<file path="src/rtl/rx_block_assembler_pkg.sv">
// Shared types and constants for the UART-to-hash frame assembler.
// Holds the frame state encoding, the default sync marker and the checksum helper.
package rx_pkg;

  typedef enum logic [1:0] {
    IDLE,
    PAYLOAD,
    CHECK,
    DONE
  } rx_state_t;

  localparam logic [7:0] SYNC_BYTE_DEFAULT = 8'hA5;
  localparam int         CHK_W             = 8;

  // Running frame checksum is a plain XOR of every payload byte.
  function automatic logic [CHK_W-1:0] chk_update(input logic [CHK_W-1:0] chk,
                                                  input logic [7:0]       data);
    return chk ^ data;
  endfunction

endpackage

</file>
<file path="src/rtl/rx_block_assembler_idle_timer.sv">
// Counts clocks since the last accepted byte; flags expiry on the last allowed idle clock.
module idle_timer #(
  parameter int TIMEOUT_CYCLES = 1_000_000
) (
  input  logic clk,
  input  logic rst_i,
  input  logic clear,
  input  logic enable,
  output logic expired
);

  localparam int TW = (TIMEOUT_CYCLES > 1) ? $clog2(TIMEOUT_CYCLES) : 1;
  localparam logic [TW-1:0] LAST = TW'(TIMEOUT_CYCLES - 1);

  logic [TW-1:0] count_reg;

  always_ff @(posedge clk or negedge rst_i) begin
    if (!rst_i) begin
      count_reg <= '0;
    end else if (clear) begin
      count_reg <= '0;
    end else if (enable && !expired) begin
      count_reg <= count_reg + 1'b1;
    end
  end

  assign expired = enable && (count_reg == LAST);

endmodule

</file>
<file path="src/rtl/rx_block_assembler.sv">
// Frames SYNC + BLOCK_BYTES payload + XOR checksum from the UART byte stream into one block
// register, and signals the control fsm when a verified block is ready for hashing.
module rx_block_assembler
  import rx_pkg::*;
#(
  parameter int         BLOCK_BYTES    = 64,
  parameter logic [7:0] SYNC_BYTE      = SYNC_BYTE_DEFAULT,
  parameter int         TIMEOUT_CYCLES = 1_000_000,
  localparam int        W              = 8 * BLOCK_BYTES,
  localparam int        CW             = $clog2(BLOCK_BYTES + 1)
) (
  input  logic          clk,
  input  logic          rst_i,
  input  logic [7:0]    rx_data,
  input  logic          rx_valid,
  input  logic          read_enable,
  output logic [W-1:0]  block_o,
  output logic          finished_recieving,
  output logic          rx_error,
  output logic [CW-1:0] byte_count
);

  rx_state_t        state_reg, state_next;
  logic [W-1:0]     shift_reg;
  logic [W-1:0]     block_reg;
  logic [CHK_W-1:0] chk_reg;
  logic [CW-1:0]    count_reg;
  logic             finished_reg;
  logic             error_reg;

  logic accept;
  logic in_frame;
  logic timer_expired;
  logic take_sync;
  logic take_payload;
  logic load_block;
  logic error_next;
  logic to_idle;

  assign accept   = rx_valid & read_enable;
  assign in_frame = (state_reg == PAYLOAD) || (state_reg == CHECK);

  idle_timer #(
    .TIMEOUT_CYCLES(TIMEOUT_CYCLES)
  ) u_idle_timer (
    .clk    (clk),
    .rst_i  (rst_i),
    .clear  (accept | ~in_frame),
    .enable (in_frame),
    .expired(timer_expired)
  );

  // Losing read_enable mid-frame is a silent abort and takes priority over a timeout.
  always_comb begin
    state_next   = state_reg;
    take_sync    = 1'b0;
    take_payload = 1'b0;
    load_block   = 1'b0;
    error_next   = 1'b0;
    to_idle      = 1'b0;
    unique case (state_reg)
      IDLE: begin
        if (accept && (rx_data == SYNC_BYTE)) begin
          state_next = PAYLOAD;
          take_sync  = 1'b1;
        end
      end
      PAYLOAD: begin
        if (!read_enable) begin
          state_next = IDLE;
          to_idle    = 1'b1;
        end else if (accept) begin
          take_payload = 1'b1;
          if (count_reg == CW'(BLOCK_BYTES - 1)) state_next = CHECK;
        end else if (timer_expired) begin
          state_next = IDLE;
          error_next = 1'b1;
          to_idle    = 1'b1;
        end
      end
      CHECK: begin
        if (!read_enable) begin
          state_next = IDLE;
          to_idle    = 1'b1;
        end else if (accept) begin
          if (rx_data == chk_reg) begin
            state_next = DONE;
            load_block = 1'b1;
          end else begin
            state_next = IDLE;
            error_next = 1'b1;
            to_idle    = 1'b1;
          end
        end else if (timer_expired) begin
          state_next = IDLE;
          error_next = 1'b1;
          to_idle    = 1'b1;
        end
      end
      DONE: begin
        if (!read_enable) begin
          state_next = IDLE;
          to_idle    = 1'b1;
        end
      end
      default: begin
        state_next = IDLE;
        to_idle    = 1'b1;
      end
    endcase
  end

  always_ff @(posedge clk or negedge rst_i) begin
    if (!rst_i) begin
      state_reg    <= IDLE;
      block_reg    <= '0;
      chk_reg      <= '0;
      count_reg    <= '0;
      finished_reg <= 1'b0;
      error_reg    <= 1'b0;
    end else begin
      state_reg    <= state_next;
      error_reg    <= error_next;
      finished_reg <= (state_next == DONE);
      if (take_sync) begin
        chk_reg   <= '0;
        count_reg <= '0;
      end
      if (take_payload) begin
        chk_reg   <= chk_update(chk_reg, rx_data);
        count_reg <= count_reg + 1'b1;
      end
      if (load_block) block_reg <= shift_reg;
      if (to_idle) count_reg <= '0;
    end
  end

  // Payload shifter carries no reset; only block_reg is architecturally visible.
  always_ff @(posedge clk) begin
    if (take_payload) shift_reg <= {shift_reg[W-9:0], rx_data};
  end

  assign block_o            = block_reg;
  assign finished_recieving = finished_reg;
  assign rx_error           = error_reg;
  assign byte_count         = count_reg;

endmodule
</file>
<file path="config.mk">
export PLATFORM = sky130hd
export DESIGN_NAME = rx_block_assembler
export DESIGN_NICKNAME = d
export VERILOG_FILES = /design/src/rtl/rx_block_assembler_pkg.sv /design/src/rtl/rx_block_assembler_idle_timer.sv /design/src/rtl/rx_block_assembler.sv
export SDC_FILE = /design/constraint.sdc
export NUM_CORES = 1
export LEC_CHECK = 0
export BUFFER_PORTS_ARGS = -buffer_cell sky130_fd_sc_hd__buf_2
export CAP_MARGIN = 0
export CORE_MARGIN = 2
export CORE_UTILIZATION = 40
export CTS_CLUSTER_DIAMETER = 60
export DETAILED_ROUTE_END_ITERATION = 6
export GPL_TIMING_DRIVEN = 0
export PLACE_DENSITY = 0.58
export SYNTH_ARGS = -nofsm -noshare
export SYNTH_HDL_FRONTEND = slang
export SYNTH_SLANG_ARGS = --single-unit
export TNS_END_PERCENT = 1
</file>
<file path="constraint.sdc">
create_clock -name clk -period 19.28 [get_ports clk]
set_input_delay 1.928 -clock clk [delete_from_list [all_inputs] [get_ports clk]]
set_output_delay 1.928 -clock clk [all_outputs]
set_load 0.02 [all_outputs]
</file>
# ---- After elaboration in Yosys (flattened, before gate mapping)
# Cells that the tools add are included.
dict set report op_classes {
  addsub 2
  bitwise 4
  mux 37
  eq_ne 8
  reduce_logical 9
}
# cell n
set op_table {}
lappend op_table {{20-bit two-way mux} 2}
lappend op_table {{7-bit two-way mux} 3}
lappend op_table {{20-bit by 1-bit adder with 20-bit output (second input constant)} 1}
lappend op_table {{20-bit equality test (second input constant)} 1}
lappend op_table {{1-bit two-way mux} 18}
lappend op_table {{2-bit two-way mux} 9}
lappend op_table {{8-bit two-way mux} 2}
lappend op_table {{8-bit equality test} 1}
lappend op_table {{8-bit equality test (second input constant)} 1}
lappend op_table {{2-bit case mux with 4 select lines} 1}
lappend op_table {{8-bit bitwise XOR} 1}
lappend op_table {{7-bit by 1-bit adder with 7-bit output (second input constant)} 1}
lappend op_table {{7-bit by 6-bit equality test with 1-bit output (second input constant)} 1}
lappend op_table {{2-bit equality test (second input constant)} 3}
lappend op_table {{2-bit nonzero test} 2}
lappend op_table {{1-bit logical AND} 3}
lappend op_table {{1-bit case mux with 3 select lines} 1}
lappend op_table {{3-bit nonzero test} 1}
lappend op_table {{2-bit by 1-bit equality test with 1-bit output (second input constant)} 1}
lappend op_table {{2-bit zero test} 1}
lappend op_table {{1-bit case mux with 2 select lines} 1}
lappend op_table {{1-bit AND} 1}
lappend op_table {{1-bit zero test} 1}
lappend op_table {{1-bit logical OR} 1}
lappend op_table {{2 further kinds} 2}
dict set report totals {
  wordCells 68
  inputBits 12
  register_bits 1063
}

# ---- Longest topological paths before layout
# Gate-level depths: netlist (run 1).
dict set report depth {
  depth_word 8
  mapped_depth 8
  mapped_depth_nobuf 8
}

# ---- Hierarchy
# From an unflattened synthesis (run 1), not the netlist that was laid out.
dict set report unflattened {
  cells_unflattened 1846
  hier_area_um2 37059.3
}
# module cells_per_inst n_inst area_per_inst_um2
set by_module_without_submodules {}
lappend by_module_without_submodules {rx_block_assembler 1734 1 35944.5}
lappend by_module_without_submodules {idle_timer 112 1 1114.8}

# ---- Least setup slack after synthesis (run 1)
# No wires, ideal clock.
dict set report synth_timing {
  kind {input to register}
  startpoint {in read_enable}
  endpoint {reg shift_reg[0] (enable)}
  t_arrival_ps 16499
  n_path_buf 2
  path_stages 4
  path_slack_ps 1706
  t_required_ps 18205
  cell_sequence {clkbuf_1 > nand3_1 > inv_1 > clkbuf_1}
}
dict set report synth_via {
  elab_chain_cells 4
}
# element line_no
set synth_lines {}
lappend synth_lines {{start, declared} rx_block_assembler.sv:16} ;# input logic read_enable,
lappend synth_lines {{1-bit AND} rx_block_assembler.sv:40} ;# assign accept = rx_valid & read_enable;
lappend synth_lines {{1-bit two-way mux} rx_block_assembler.sv:72} ;# end else if (accept) begin
lappend synth_lines {{1-bit two-way mux (*)} rx_block_assembler.sv:69} ;# if (!read_enable) begin
lappend synth_lines {{1-bit two-way mux (*)} rx_block_assembler.sv:61} ;# unique case (state_reg)
lappend synth_lines {{net take_payload} rx_block_assembler.sv:35} ;# logic take_payload;
lappend synth_lines {{end signal, assigned} rx_block_assembler.sv:140} ;# if (take_payload) shift_reg <= {shift_reg[W-9:0], rx_data};
lappend synth_lines {{end, declared} rx_block_assembler.sv:24} ;# logic [W-1:0] shift_reg;
# Mark *: on every way through the listed nets, which the timed path passes. The rest lies on a longest branch.
# A chain may end at the register's enable or synchronous reset.

# ---- Worst setup path after layout (run 1)
dict set report layout_timing {
  startpoint {in read_enable}
  endpoint {reg shift_reg[383] (enable)}
}
# Same word-level chain as after synthesis.

==> flow_summary.yaml, run 1 <==
status:
  outcome: "finished clean"
timing:
  worst_slew_margin_rel_pct: 50.61
  hold_viol_final: 0
  max_freq_mhz: 246.5
  setup_viol: 0
  tightestPinTransition_ns: 0.7340
  fin_crit_ns: 4.056
  drv_slew: 0
  setup_tns_ns: 0
  period_share_pct: 21.04
  fin_skew_ns: 0.02850
  rsz0062_at_grt: "no"
drt:
  route.detailed.drc: 0
  drtPass1Iterations: 5
  finalWirelength_um: 84110
  vias: 18550
  vias_per_cell: 4.912
  ant_nets: 0
  wl_per_cell_um: 22.27
  drt_iter0_markers: 1109
floorplanning:
  start_util_pct: 40.51
  die_w_um: 306.4
  die_h_um: 306.4
  die_area_um2: 93870
  ios: 533
  core_um2: 90290
  rows: 110
clocking:
  clk_path_buf_depth: 3
  clockRootBuffer: "clkbuf_16"
  clk_pin_slew_ns: 0.06
  cts_hold_buf: 0
  clock_latency_ns: 0.69
  htree_levels: 3
  cts_resized: 0
  cts_tree: "done"
  cts_setup_buffers: 0
  cts.sinks: 1063
  cts_buffers: 111
finish:
  mostFrequentLayoutCells: "dfrtp_1 (551), buf_2 (538), mux2_2 (512), edfxtp_1 (512), clkbuf_16 (114)"
  stdcell_count: 3777
  post-route-util_pct: 49.69
  area_delta_synth_final_pct: 22.65
  fill_cells: 7545
  final_common_cell: "dfrtp_1"
  drive_gt1_share_pct: 49.83
  regArea_um2: 29160
  multi_input_area_um2: 6969
  num-nets-final: 2521
yosys:
  synth_ff_type: "dfrtp_1"
  synth_cells: 1843
  synthArstFlopShare_pct: 51.83
  ys_seq_elements: 1063
  synth.net_count: 1862
  yosys_warnings: 0
  synth_edf_count: 512
  synth_area_um2: 36580
  synth_cell_types: 47
  synth.avg_cell_area_um2: 19.85
  ys_seq_area_share_pct: 79.73
grt:
  grt-busiest-layer: "met2"
  globalRouteMet1Util_pct: 22.29
  gr-usage-all-layers_pct: 17.87
  met2_usage_pct: 28.63
  grt_pass1_wl_um: 126600
  grt_max_degree: 115
  grtUsageMet3_pct: 6.173
  grt_pass1_vias: 19660
  grt_overflow: 0
  grt_antenna_before_repair: 0
place:
  place_congestion: 0.7956
  hpwl_um: 59100
  dp_cells: 3565
  io_buffers: 531
critical_path:
  crit_path_start_kind: "input pin"
  cp.required_ns: 19.61
  arrival_ns: 4.39
  crit_fanout: 65
  crit_path_end_kind: "flop"
  path_class: "input pin to flop"
job:
  maxCapViolations: 0
hold_path:
  hold_class: "flop to flop"
pwr:
  p_seq_share_pct: 52.0
  power_density_nw_per_um2: 102.2
  p_int_mw: 3.657
  power_switching_mw: 0.9295
  p_leak_nw: 20.35
  vdd_drop_max_mv: 0.07694
  sw_frac_of_total_pct: 20.27
  p_clk_share_pct: 46.9
  comb_power_share_pct: 1.1
-- cells by family (layout without fill, tap and decap cells) --
logic type               Yosys count  in the layout  synth area share, %
XOR/XNOR                          21             21               0.5029
multiplexers                     512            512                15.76
AND/OR/NAND/NOR                  111            111                1.533
buffers and inverters             69            825                1.228
AO/OA/AOI/OAI                     60             60               0.9990
flip-flops                      1063           1063                79.73
other                              0              2                    0
adder cells (fa/ha/maj)            7              7               0.2395
-- layer usage --
metal	part of all wire [%]	vias to the layer above
met5	0	-
met4	3.3	0
met3	7.9	142
met2	48	562
met1	41	9634
li1	-	8213
-- path summary, 6_finish.rpt --
kind / start / end / slack, ns / cells past startpoint
min in group asynchronous: rst_i / block_o[441] / 1.18 / 1
hold / removal: shift_reg[270] / shift_reg[278] / 0.42 / 0
max in group asynchronous: rst_i / u_idle_timer.count_reg[16] / 16.17 / 4
setup / recovery: read_enable / shift_reg[383] / 15.22 / 7
hold reg to reg: shift_reg[270] / shift_reg[278] / 0.42 / 0
setup reg to reg: state_reg[1] / shift_reg[383] / 16.03 / 8
-- synthesized netlist by cell type, drive strengths merged (7+ instances only) --
cell	count	area share (%)
a21oi	12	0.16
buf	56	1.1
dfrtp	551	38
edfxtp	512	42
ha	7	0.24
inv	7	0.072
mux2	512	16
nand2	27	0.28
nand3	12	0.16
nand4	9	0.15
nor2	29	0.30
o21ai	27	0.37
xnor2	15	0.36
-- area by class of cell --
class                           count  share of cell area (%)
Antenna cell                        2                 0.01116
Buffer                             61                  0.9427
Clock buffer                      157                   7.054
Clock inverter                     53                   1.294
Inverter                            8                 0.06694
Multi-Input combinational cell    711                   15.54
Sequential cell                  1063                   65.01
Tap cell                         1176                   3.280
Timing Repair Buffer              546                   6.806
-- power by group through the flow --
stage,combinational [mW],sequential (mW),clock [mW]
4_1_cts,0.0519,2.38,2.22
3_5_place_dp,0.0519,2.43,0
2_1_floorplan,0.0130,2.44,0
3_3_place_gp,0.0452,2.44,0
5_1_grt,0.0571,2.38,2.31
6_report,0.0492,2.38,2.15
-- through the flow --
stage | total power [mW] | setup WS (ns) | cell area [um2] | hold slack (ns)
2_1_floorplan | 2.449 | 1.706 | 36580 | 0.4204
3_3_place_gp | 2.487 | -6.016 | 40700 | 0.4224
3_5_place_dp | 2.481 | 14.55 | 41110 | 0.4284
4_1_cts | 4.652 | 15.31 | 44850 | 0.4208
5_1_grt | 4.753 | 15.08 | 44850 | 0.4424
6_report | 4.587 | 15.22 | 44860 | 0.4220
-- critical path, stage by stage --
cell and delay (ns):
clkbuf_1 0.29, nand3_1 0.31, inv_1 0.23, clkbuf_4 0.48
buf_16 0.34, buf_16 0.33, buf_16 0.33
Note: power is estimated with default switching activity, not from simulation.
==> run 2: changes to the inputs <==
--- a/config.mk
+++ b/config.mk
@@ -12,7 +12,7 @@
 export CTS_CLUSTER_DIAMETER = 60
 export DETAILED_ROUTE_END_ITERATION = 6
 export GPL_TIMING_DRIVEN = 0
-export PLACE_DENSITY = 0.58
+export PLACE_DENSITY = 0.61
 export SYNTH_ARGS = -nofsm -noshare
 export SYNTH_HDL_FRONTEND = slang
 export SYNTH_SLANG_ARGS = --single-unit
==> constraint.sdc (replaced) <==
create_clock -name clk -period 3.7 [get_ports clk]
set_input_delay 0.37 -clock clk [delete_from_list [all_inputs] [get_ports clk]]
set_output_delay 0.37 -clock clk [all_outputs]
set_load 0.02 [all_outputs]
==> run 2 against run 1 <==
Non-clock buffer count is 5 higher. Core utilization hardly changed. Combinational power grew to 5.3 times the previous value. Largest cell class unchanged. Clock skew down 0.0078 ns. Sequential power rose to 5.2 times the previous value. Total power grew to 5.2 times the previous value.
==> flow_summary.yaml, run 2 (same netlist as run 1, synthesis figures left out) <==
critical_path:
  path_class: "flop to flop"
  crit_fanout: 137
  slowest_delay_ns: 0.49
  cp.required_ns: 4.03
  rr_worst_depth: 7
  r2r-end: "shift_reg[82]"
  critPathSlowestCell: "clkbuf_16"
  crit_path_start_kind: "flop"
  crit_chain: "inv_1 -> ha_1 -> nand3_1 -> inv_1 -> clkbuf_16 -> buf_16 -> clkbuf_16"
  crit_path_end_kind: "flop"
  r2r-start: "state_reg[1]"
  arrival_ns: 3.66
  startpoint: "state_reg[1]"
  r2r_setup_slack_ns: 0.37
hold_path:
  hold_class: "input pin to asynchronous set/reset pin"
pwr:
  power_density_nw_per_um2: 533.3
  power_switching_mw: 4.938
  p_clk_share_pct: 47.0
  p_int_mw: 18.98
  p_leak_nw: 20.30
  sw_frac_of_total_pct: 20.64
  comb_power_share_pct: 1.1
  p_seq_share_pct: 51.9
  vdd_drop_max_mv: 0.3502
  total_power_mw: 23.92
timing:
  rsz0062_at_grt: "no"
  drv_slew: 0
  worst_slew_margin_rel_pct: 39.59
  setup_tns_ns: 0
  period_share_pct: 89.98
  max_freq_mhz: 300.4
  tightestPinTransition_ns: 0.9062
  fin_crit_ns: 3.329
  hold_viol_final: 0
  fin_skew_ns: 0.02068
  setup_viol: 0
grt:
  gr-usage-all-layers_pct: 17.99
  grt_antenna_before_repair: 2
  grt_pass1_wl_um: 127700
  grt_pass1_vias: 19790
  grt_overflow: 0
  grt_max_degree: 146
drt:
  drtPass1Iterations: 7
  vias: 18750
  wl_per_cell_um: 22.56
  ant_nets: 0
  met2_length_um: 41310
  drt_iter0_markers: 1404
  finalWirelength_um: 85440
  routed-wl-met3_um: 6936
  wl_met1_um: 34450
  vias_per_cell: 4.950
  top_layer_used: "met5"
  route.detailed.drc: 0
floorplanning:
  die_area_um2: 93870
  core_um2: 90290
  start_util_pct: 40.51
  die_h_um: 306.4
  ios: 533
  die_w_um: 306.4
  rows: 110
job:
  maxCapViolations: 0
place:
  hpwl_um: 59390
  place_congestion: 0.8447
  io_buffers: 531
finish:
  fill_cells: 7481
  regArea_um2: 29160
  num-nets-final: 2529
  area_delta_synth_final_pct: 22.63
  mostFrequentLayoutCells: "dfrtp_1 (551), buf_2 (538), mux2_2 (512), edfxtp_1 (512), clkbuf_16 (117)"
  multi_input_area_um2: 6963
  drive_gt1_share_pct: 49.21
  final_common_cell: "dfrtp_1"
clocking:
  clock_latency_ns: 0.68
  clk_path_buf_depth: 3
  cts_tree: "done"
  htree_levels: 3
  cts_resized: 0
  clk_pin_slew_ns: 0.06
  clockRootBuffer: "clkbuf_16"
  cts_buffers: 114
  cts.sinks: 1063
status:
  outcome: "finished clean"
-- run 2: cell types whose count changed in the layout (fill, tap and decap cells not counted), sizes merged --
cell	before	now
buf	602	596
bufinv	9	5
clkbuf	162	180
clkinv	39	19
clkinvlp	2	8
dlygate4sd3	0	10
inv	11	17
-- run 2: area by class of cell --
type,count,share of cell area [%]
Clock inverter,41,1.046
Buffer,61,0.9819
Clock buffer,174,7.334
Sequential cell,1063,65.02
Multi-Input combinational cell,711,15.52
Timing Repair Buffer,551,6.734
Inverter,8,0.06695
Tap cell,1176,3.281
Antenna cell,2,0.01116
-- run 2: metal layers --
metal  global-route usage, %  up-vias
li1                        -     8206
met1                   22.31     9787
met2                   29.29      591
met3                   6.449      161
met4                   6.065        2
met5                       0        -
-- run 2: worst max-delay path, delay by kind of cell, from the launching register on --
kind	cells	cell delay [ns]
simple gates	1	0.25
fa+ha+maj	1	0.23
buf+inv	5	1.84
flops	1	0.43
-- run 2: worst max-delay path by stage --
stage / endpoint / slack, ns
floorplan: byte_count[3] / 0.01
global placement: block_o[0] / -9.65
detailed placement: shift_reg[408] / 0.11
CTS: shift_reg[151] / 0.11
global route: shift_reg[82] / 0.1
finish: shift_reg[82] / 0.37
-- run 2: repair_timing --
action / 4_1_cts / 5_1_grt
hold buffers: 10 / 0
hold endpoints to repair: 272 / 0
setup buffers: 0 / 0
endpoints found under the setup margin: 0 / 126
-- run 2: power by group through the flow --
stage	Combinational (mW)	Clock (mW)	Sequential (mW)
final	0.261	11.2	12.4
after global routing	0.304	12.0	12.4
after CTS	0.274	11.5	12.4
after detailed placement	0.265	0	12.7
after global placement	0.236	0	12.7
after floorplan	0.0672	0	12.7
-- run 2: per-stage QoR --
stage          area [um2]  util, %  std cells  worst slack, ns  hold WS, ns
2_1_floorplan       36590        -       1843          0.01139      0.07441
3_3_place_gp        40710    45.09       3550           -9.649       0.4253
3_5_place_dp        40960    45.37       3559           0.1124       0.2270
4_1_cts             44820    49.64       3784           0.1064      0.07360
5_1_grt             44850    49.67       3785          0.09562       0.1129
6_report            44850    49.68       3787           0.3706       0.1291
